===== config.mk =====
export PLATFORM = sky130hd
export DESIGN_NAME = fetch_ctrl
export DESIGN_NICKNAME = d
export VERILOG_FILES = /design/src/rtl/rv_pkg.sv /design/src/rtl/fetch_skid.sv /design/src/rtl/fetch_ctrl.sv
export SDC_FILE = /design/constraint.sdc
export NUM_CORES = 1
export LEC_CHECK = 0
export CAP_MARGIN = 20
export CORE_ASPECT_RATIO = 0.8
export CORE_MARGIN = 3
export CORE_UTILIZATION = 27
export CTS_CLUSTER_SIZE = 10
export DETAILED_ROUTE_END_ITERATION = 8
export SLEW_MARGIN = 20
export SYNTH_ARGS = -nofsm -noshare
export SYNTH_HDL_FRONTEND = slang
export SYNTH_HIERARCHICAL = 1
export SYNTH_SLANG_ARGS = --single-unit

===== constraint.sdc =====
create_clock -name clk -period 3.5 [get_ports clk]
set_clock_uncertainty 0.15 [all_clocks]
set_input_delay 1.05 -clock clk [delete_from_list [all_inputs] [get_ports clk]]
set_output_delay 1.05 -clock clk [all_outputs]
set_load 0.02 [all_outputs]

===== src/rtl/rv_pkg.sv =====
// Shared widths, constants and fetch FSM state encoding for the fetch stage.
package rv_pkg;
  localparam int unsigned PC_W   = 11;
  localparam int unsigned INST_W = 32;
  localparam logic [INST_W-1:0] NOP_INST = 32'h0000_0000;

  typedef enum logic [1:0] {BOOT, FETCH, HOLD, DRAIN} fetch_state_e;
endpackage


===== src/rtl/fetch_skid.sv =====
// One-entry skid buffer that parks an acked instruction while IF/ID is stalled.
module fetch_skid
  import rv_pkg::*;
(
  input  logic              clk,
  input  logic              reset,
  input  logic              load,
  input  logic              unload,
  input  logic              clear,
  input  logic [INST_W-1:0] in_inst,
  input  logic [PC_W-1:0]   in_pc,
  output logic [INST_W-1:0] out_inst,
  output logic [PC_W-1:0]   out_pc,
  output logic              valid
);

  always_ff @(posedge clk or posedge reset) begin
    if (reset) begin
      out_inst <= NOP_INST;
      out_pc   <= '0;
      valid    <= 1'b0;
    end else if (clear || unload) begin
      valid <= 1'b0;
    end else if (load) begin
      out_inst <= in_inst;
      out_pc   <= in_pc;
      valid    <= 1'b1;
    end
  end

endmodule


===== src/rtl/fetch_ctrl.sv =====
// Instruction-fetch sequencer: owns the fetch PC, the imem req/ack port and the IF/ID register.
module fetch_ctrl
  import rv_pkg::*;
#(
  parameter logic [PC_W-1:0]   RESET_PC = '0,
  parameter logic [INST_W-1:0] NOP      = NOP_INST
) (
  input  logic              clk,
  input  logic              reset,
  input  logic              branch_alu,
  input  logic              branch_control,
  input  logic [PC_W-1:0]   br_pc,
  input  logic              stall,
  output logic              imem_req,
  output logic [PC_W-1:0]   imem_addr,
  input  logic              imem_ack,
  input  logic [INST_W-1:0] imem_rdata,
  output logic [INST_W-1:0] inst,
  output logic [PC_W-1:0]   pc,
  output logic              inst_valid,
  output logic              flush
);

  fetch_state_e      state;
  logic [PC_W-1:0]   fetch_pc;
  logic              taken;
  logic              skid_load, skid_unload, skid_clear, skid_valid;
  logic [INST_W-1:0] skid_inst;
  logic [PC_W-1:0]   skid_pc;

  assign taken     = branch_alu & branch_control;
  assign flush     = taken && (state != BOOT);
  assign imem_addr = fetch_pc;

  assign skid_load   = (state == FETCH) && !taken && imem_ack && stall;
  assign skid_unload = (state == HOLD) && !taken && !stall;
  assign skid_clear  = (state == HOLD) && taken;

  fetch_skid u_skid (
    .clk      (clk),
    .reset    (reset),
    .load     (skid_load),
    .unload   (skid_unload),
    .clear    (skid_clear),
    .in_inst  (imem_rdata),
    .in_pc    (fetch_pc),
    .out_inst (skid_inst),
    .out_pc   (skid_pc),
    .valid    (skid_valid)
  );

  // imem_req is registered alongside the state so it is high exactly in FETCH.
  always_ff @(posedge clk or posedge reset) begin
    if (reset) begin
      state      <= BOOT;
      fetch_pc   <= RESET_PC;
      inst       <= NOP;
      pc         <= '0;
      inst_valid <= 1'b0;
      imem_req   <= 1'b0;
    end else begin
      unique case (state)
        BOOT: begin
          state    <= FETCH;
          imem_req <= 1'b1;
        end
        FETCH: begin
          if (taken) begin
            fetch_pc   <= br_pc;
            inst       <= NOP;
            inst_valid <= 1'b0;
            // Without an ack the old request is still in flight and must be drained.
            if (!imem_ack) begin
              state    <= DRAIN;
              imem_req <= 1'b0;
            end
          end else if (imem_ack) begin
            fetch_pc <= fetch_pc + 1'b1;
            if (!stall) begin
              inst       <= imem_rdata;
              pc         <= fetch_pc;
              inst_valid <= 1'b1;
            end else begin
              state    <= HOLD;
              imem_req <= 1'b0;
            end
          end else if (!stall) begin
            inst       <= NOP;
            inst_valid <= 1'b0;
          end
        end
        HOLD: begin
          if (taken) begin
            fetch_pc   <= br_pc;
            inst       <= NOP;
            inst_valid <= 1'b0;
            state      <= FETCH;
            imem_req   <= 1'b1;
          end else if (!stall) begin
            inst       <= skid_inst;
            pc         <= skid_pc;
            inst_valid <= skid_valid;
            state      <= FETCH;
            imem_req   <= 1'b1;
          end
        end
        DRAIN: begin
          if (taken) begin
            fetch_pc   <= br_pc;
            inst       <= NOP;
            inst_valid <= 1'b0;
          end
          // An ack here retires the stale request even if a new redirect lands this cycle.
          if (imem_ack) begin
            state    <= FETCH;
            imem_req <= 1'b1;
          end
        end
        default: begin
          state    <= BOOT;
          imem_req <= 1'b0;
        end
      endcase
    end
  end

endmodule

# Word level (Yosys, flattened, before mapping)
# Index checks and enable logic that the tools add are counted.
[op_classes]
add_sub_neg = 1
reduce_logical = 22
bitwise = 2
muxes = 43
eq_ne = 16
[op_table]
columns = ["operator", "n"]
rows = [
  ["$mux 32", 7],
  ["$pmux 32 s3", 1],
  ["$mux 11", 8],
  ["$pmux 11 s2", 2],
  ["$mux 1", 15],
  ["$ne 3x3->1 const B", 5],
  ["$mux 2", 7],
  ["$ne 2x2->1 const B", 7],
  ["$add 11x1->11 const B", 1],
  ["$pmux 2 s4", 1],
  ["$reduce_bool 2->1", 4],
  ["$logic_and 1x1->1", 7],
  ["$reduce_and 6->1", 1],
  ["$reduce_and 5->1", 1],
  ["$eq 2x2->1 const B", 2],
  ["$pmux 1 s4", 1],
  ["$reduce_and 4->1", 1],
  ["$pmux 1 s3", 1],
  ["$reduce_and 3->1", 1],
  ["$reduce_bool 3->1", 1],
  ["$eq 2x1->1 const B", 1],
  ["$logic_not 1->1", 2],
  ["$logic_not 2->1", 1],
  ["$ne 2x1->1 const B", 1],
  ["other kinds (5)", 5],
]
[totals]
regBits = 102
input_bits = 49

# Longest topological paths before layout
[depth]
depth_word = 7
ltp_mapped = 9
mapped_depth_nobuf = 6

# By module
# Netlist, hierarchy kept.
[modules_own_cells]
columns = ["mod", "cells_per_inst", "n_inst", "area_each_um2"]
rows = [
  ["fetch_ctrl", 275, 1, 3069.2],
  ["fetch_skid", 95, 1, 1661.6],
]

# Worst setup path after synthesis
# No wires, ideal clock.
[synth_path]
kind = "input to register"
from = "in branch_alu"
to = "reg u_skid.out_pc[4]"
required_ns = 3.222
arrival_ns = 2.418
setup_time_ns = 0.128
stages = 6
path_buffers = 2
setup_slack_ns = 0.804
cell_sequence = "a21boi_2 clkbuf_1 nor2b_1 nor3b_4 buf_6 mux2_1"
[synth_between]
elab_chain_cells = 7
word_cells_on_any_way = 11
classes_between = "bitwise (2); reduce/logical (9)"
[synth_lines]
columns = ["element", "line_no", "text"]
rows = [
  ["from (decl)", "fetch_ctrl.sv:10", "input logic branch_alu,"],
  ["$and 1x1->1", "fetch_ctrl.sv:31", "assign taken = branch_alu & branch_control;"],
  ["$logic_not 1->1", "fetch_ctrl.sv:36", "assign skid_unload = (state == HOLD) && !taken && !stall;"],
  ["$logic_and 1x1->1 (2 in a row)", "fetch_ctrl.sv:36", ""],
  ["via skid_unload", "fetch_ctrl.sv:27", "logic skid_load, skid_unload, skid_clear, skid_valid;"],
  ["$logic_or 1x1->1", "fetch_skid.sv:22", "end else if (clear || unload) begin"],
  ["$not 1->1 (no line)", "--", ""],
  ["$reduce_and 2->1 (no line)", "--", ""],
  ["to (signal assigned)", "fetch_skid.sv:26", "out_pc <= in_pc;"],
  ["to (decl)", "fetch_skid.sv:13", "output logic [PC_W-1:0] out_pc,"],
]
# The timed path passes the listed nets, and every way through them passes these cells.
# A chain may end at the register's enable or synchronous reset.

# Final worst setup path
[layout_path]
from = "in branch_control"
to = "out flush"
[layout_between]
elab_chain_cells = 2
[layout_lines]
columns = ["element", "line_no", "text"]
rows = [
  ["from (decl)", "fetch_ctrl.sv:11", "input logic branch_control,"],
  ["$and 1x1->1", "fetch_ctrl.sv:31", ""],
  ["$logic_and 1x1->1", "fetch_ctrl.sv:32", "assign flush = taken && (state != BOOT);"],
  ["to (decl)", "fetch_ctrl.sv:21", "output logic flush"],
]
# Every way passes these cells.

==> key figures <==
CTS
  • Worst-case clock buffer depth: 2
  • Post-CTS setup buffer count: 0
  • Clock root buffer: clkbuf_16
  • H-tree levels: 3
  • Clk_lat worst skew: approximately 0.34 ns
  • TritonCTS clock tree: yes
  • Clock sink count: between 100 and 150
  • CTS Hold Bufs: 0
  • Worst-path clk slew: 0.07 ns
  • Total CTS buffers: 9

STA
  • Rel. slew slack: 33.34%
  • Hold Vio Cnt, Final: 0
  • Post-layout min period: 3.327 ns
  • Fmax: 300.6 MHz
  • Setup violators final: 0
  • Final Cycle Share: 95.05%
  • RSZ-0062 raised after global routing: no
  • Pins over their slew limit: 0
  • Slew @ Worst Pin: 1.000 ns
  • Fin Setup TNS: 0 ns

Worst setup path
  • Startpoint types: input port
  • Crit. Startpoint: branch_control
  • Critical Path RT: 2.30 ns
  • FF-to-FF path depth: 7
  • Crit Path Max Fanout: 2
  • Setup crit end kind: output port
  • Crit path kind: in -> out
  • Data arrival, critical path: 2.13 ns
  • Worst R2R Start: state[0]$_DFFE_PP0P_

Hold path
  • Hold Path Stages: 2
  • Worst hold start: pc[3]$_DFFE_PP0P_
  • Min-delay worst type: reg -> reg

Routing
  • Detailed-route wire length: about 12 mm
  • Routed Antenna Nets: 0
  • Iter 0 DRT Violations: 138
  • Remaining DRCs: 0
  • Vias per inst: approximately 4.7
  • Via count: 3310
  • Drt wl/cell: 16.60 um
  • DRT Pass-1 Iters: 4

Power and ir drop
  • LEAKAGE: 0.002674 uW
  • Peak supply drop: 0.2862 mV
  • Cell Pwr Density: 874.3 mW/mm2
  • Pwr Total: about 5500 uW

Global routing
  • Largest net degree at the start of global routing: 35
  • GRT Util Overall: 12.28%
  • Initial antenna violation count: 0
  • Vias in the first global route: 3466
  • First-pass GRT wire length: 18.84 mm
  • Global route overflow: 0

Logic synthesis
  • Synth area leaders: dfrtp_1 54%, mux2_2 17%, a22o_1 5.9%
  • FF+latch count, synth: 102
  • Async S/R FF share, synth: between 90% and 100%
  • Mapped Area: 0.004731 mm2
  • Syn nets: 424
  • Post-synth EDFFs: 0
  • Yosys top cell by area: dfrtp_1
  • Sequential area share after synthesis: 53.95%
  • Distinct cells, synth: 40
  • Share of the synthesized area in the top cell type: 53.95%
  • Post-Synthesis Cells: between 300 and 400
  • Ys Warns: 6
  • Predominant post-synthesis flop cell: dfrtp_1
  • Syn avg cell area: 12.79 um2

Cells and area
  • # nets final: about 530
  • FILL cells: 1626
  • Diode count: 0
  • Area Growth Syn to Fin: 34.17%
  • Share of cells above drive strength 1: 23.08%
  • Finished Layout Cells: 701
  • Final instance area: 0.006347 mm2

Placement
  • RePlAce Congestion: slightly above 0.7
  • DP Cell Count: 686
  • DP Wirelength: 8.073 mm
  • Area after DPL: 0.006042 mm2
  • Port Buffer Count: 105

Floorplan
  • Die Ht: 124.4 um
  • Die Wd: 154.0 um
  • Site Rows: 42
  • Die Area: 0.01916 mm2
  • Starting Density: between 20% and 30%
  • Core Area: 0.01687 mm2
  • I/O pin count: 106

Status
  • Outcome: complete, no violations

Job
  • Max_cap viols: 0
[routing by layer]
layer | share of wire, % | track usage [%] | up-vias
li1 | - | - | 1570
met4 | 0.96 | 3.063 | 0
met5 | 0 | 0 | -
met1 | 47 | 16.19 | 1651
met3 | 5.1 | 3.682 | 12
met2 | 47 | 19.79 | 77
[cells in the mapped netlist (5+ instances only)]
cell        n
mux2i_1    14
mux2_2     73
o22ai_1     5
a22o_1     32
clkbuf_1    8
buf_2       6
buf_6       6
dfrtp_1   102
a21oi_1    16
nor2_1      5
ha_1        5
inv_1       5
nand3_1     7
o21ai_0    20
nand2_1    22
[critical path, stage by stage]
cell             delay, ns
clkdlybuf4s50_1       0.50
nand2_2               0.08
nor2_1                0.13
dlygate4sd2_1         0.36
[registers in the layout, summed over array words and instances, names as in the netlist]
register         count
imem_addr           11
pc                  11
state                2
inst                32
u_skid/out_inst     32
imem_req             1
u_skid/valid         1
u_skid/out_pc       11
inst_valid           1
[placed cells by master (no fill, tap or decap), types with 2 or more instances in the layout]
| cell type | n |
|---|---|
| clkbuf_8 | 2 |
| and3_1 | 3 |
| clkbuf_16 | 9 |
| clkdlybuf4s50_1 | 104 |
| nand3_1 | 7 |
| nor2_1 | 5 |
| nand2_1 | 22 |
| o21ai_1 | 2 |
| buf_4 | 11 |
| mux2_1 | 3 |
| inv_1 | 3 |
| clkinvlp_4 | 2 |
| ha_1 | 5 |
| mux2i_1 | 14 |
| o22ai_1 | 5 |
| nand2b_1 | 2 |
| and4_1 | 2 |
| nand4_1 | 3 |
| a22o_1 | 32 |
| nor3_1 | 3 |
| a21oi_1 | 16 |
| dfrtp_1 | 102 |
| buf_12 | 3 |
| mux2_2 | 73 |
| o21ai_0 | 20 |
| a2bb2oi_1 | 4 |
| nor2b_1 | 3 |
| inv_2 | 2 |
[worst paths after layout]
path / to / slack [ns]
setup reg to reg: imem_req$_DFFE_PP0P_ / 0.68
hold / removal: pc[3]$_DFFE_PP0P_ / 0.33
hold reg to reg: pc[3]$_DFFE_PP0P_ / 0.33
min in group asynchronous: u_skid/out_inst[19]$_DFFE_PP0P_ / 1.00
max in group asynchronous: inst[0]$_DFFE_PP0P_ / 1.46
setup / recovery: flush / 0.17
[final cells by class]
cell class / count / area, um2 / area share, %
well taps: 220 / 275.3 / 4.337
clock inverters: 4 / 53.80 / 0.8476
flip-flops and latches: 102 / 2552 / 40.21
inverters: 5 / 18.77 / 0.2957
clock buffers: 11 / 252.7 / 3.982
multi-input cells: 240 / 2002 / 31.54
repair buffers: 119 / 1192 / 18.79
[repair_timing]
item	CTS	global route
endpoints found under the setup margin	1	0
gates resized for setup	1	0
hold endpoints to repair	0	0
[power by group]
part	total, uW	leakage, uW	internal (uW)	switching [uW]
combinational	2470	0.00128	1280	1180
clock	1030	0.000144	592	441
sequential	2050	0.00125	1690	360
total	5550	0.00267	3560	1990
[stage by stage]
| stage | hold slack (ns) | setup WS [ns] | utilization (%) |
|---|---|---|---|
| floorplan | 0.3079 | 0.8040 | - |
| global placement | 0.3125 | -0.1271 | 35.82 |
| detailed placement | 0.3247 | -0.1175 | 35.82 |
| CTS | 0.3402 | 0.1622 | 37.63 |
| global route | 0.3473 | 0.1250 | 37.63 |
| finish | 0.3316 | 0.1733 | 37.63 |
[cell families after synthesis]
kind of cell               count (synthesis)  synth area share (%)
muxes                                     90                 21.05
buffers and inverters                     28                 4.046
DFF                                      102                 53.95
and+or+nand+nor                           58                 6.586
AOI/OAI and AO/OA                         87                 13.04
adders and majority gates                  5                 1.322
(Power assumes the default switching activity.)
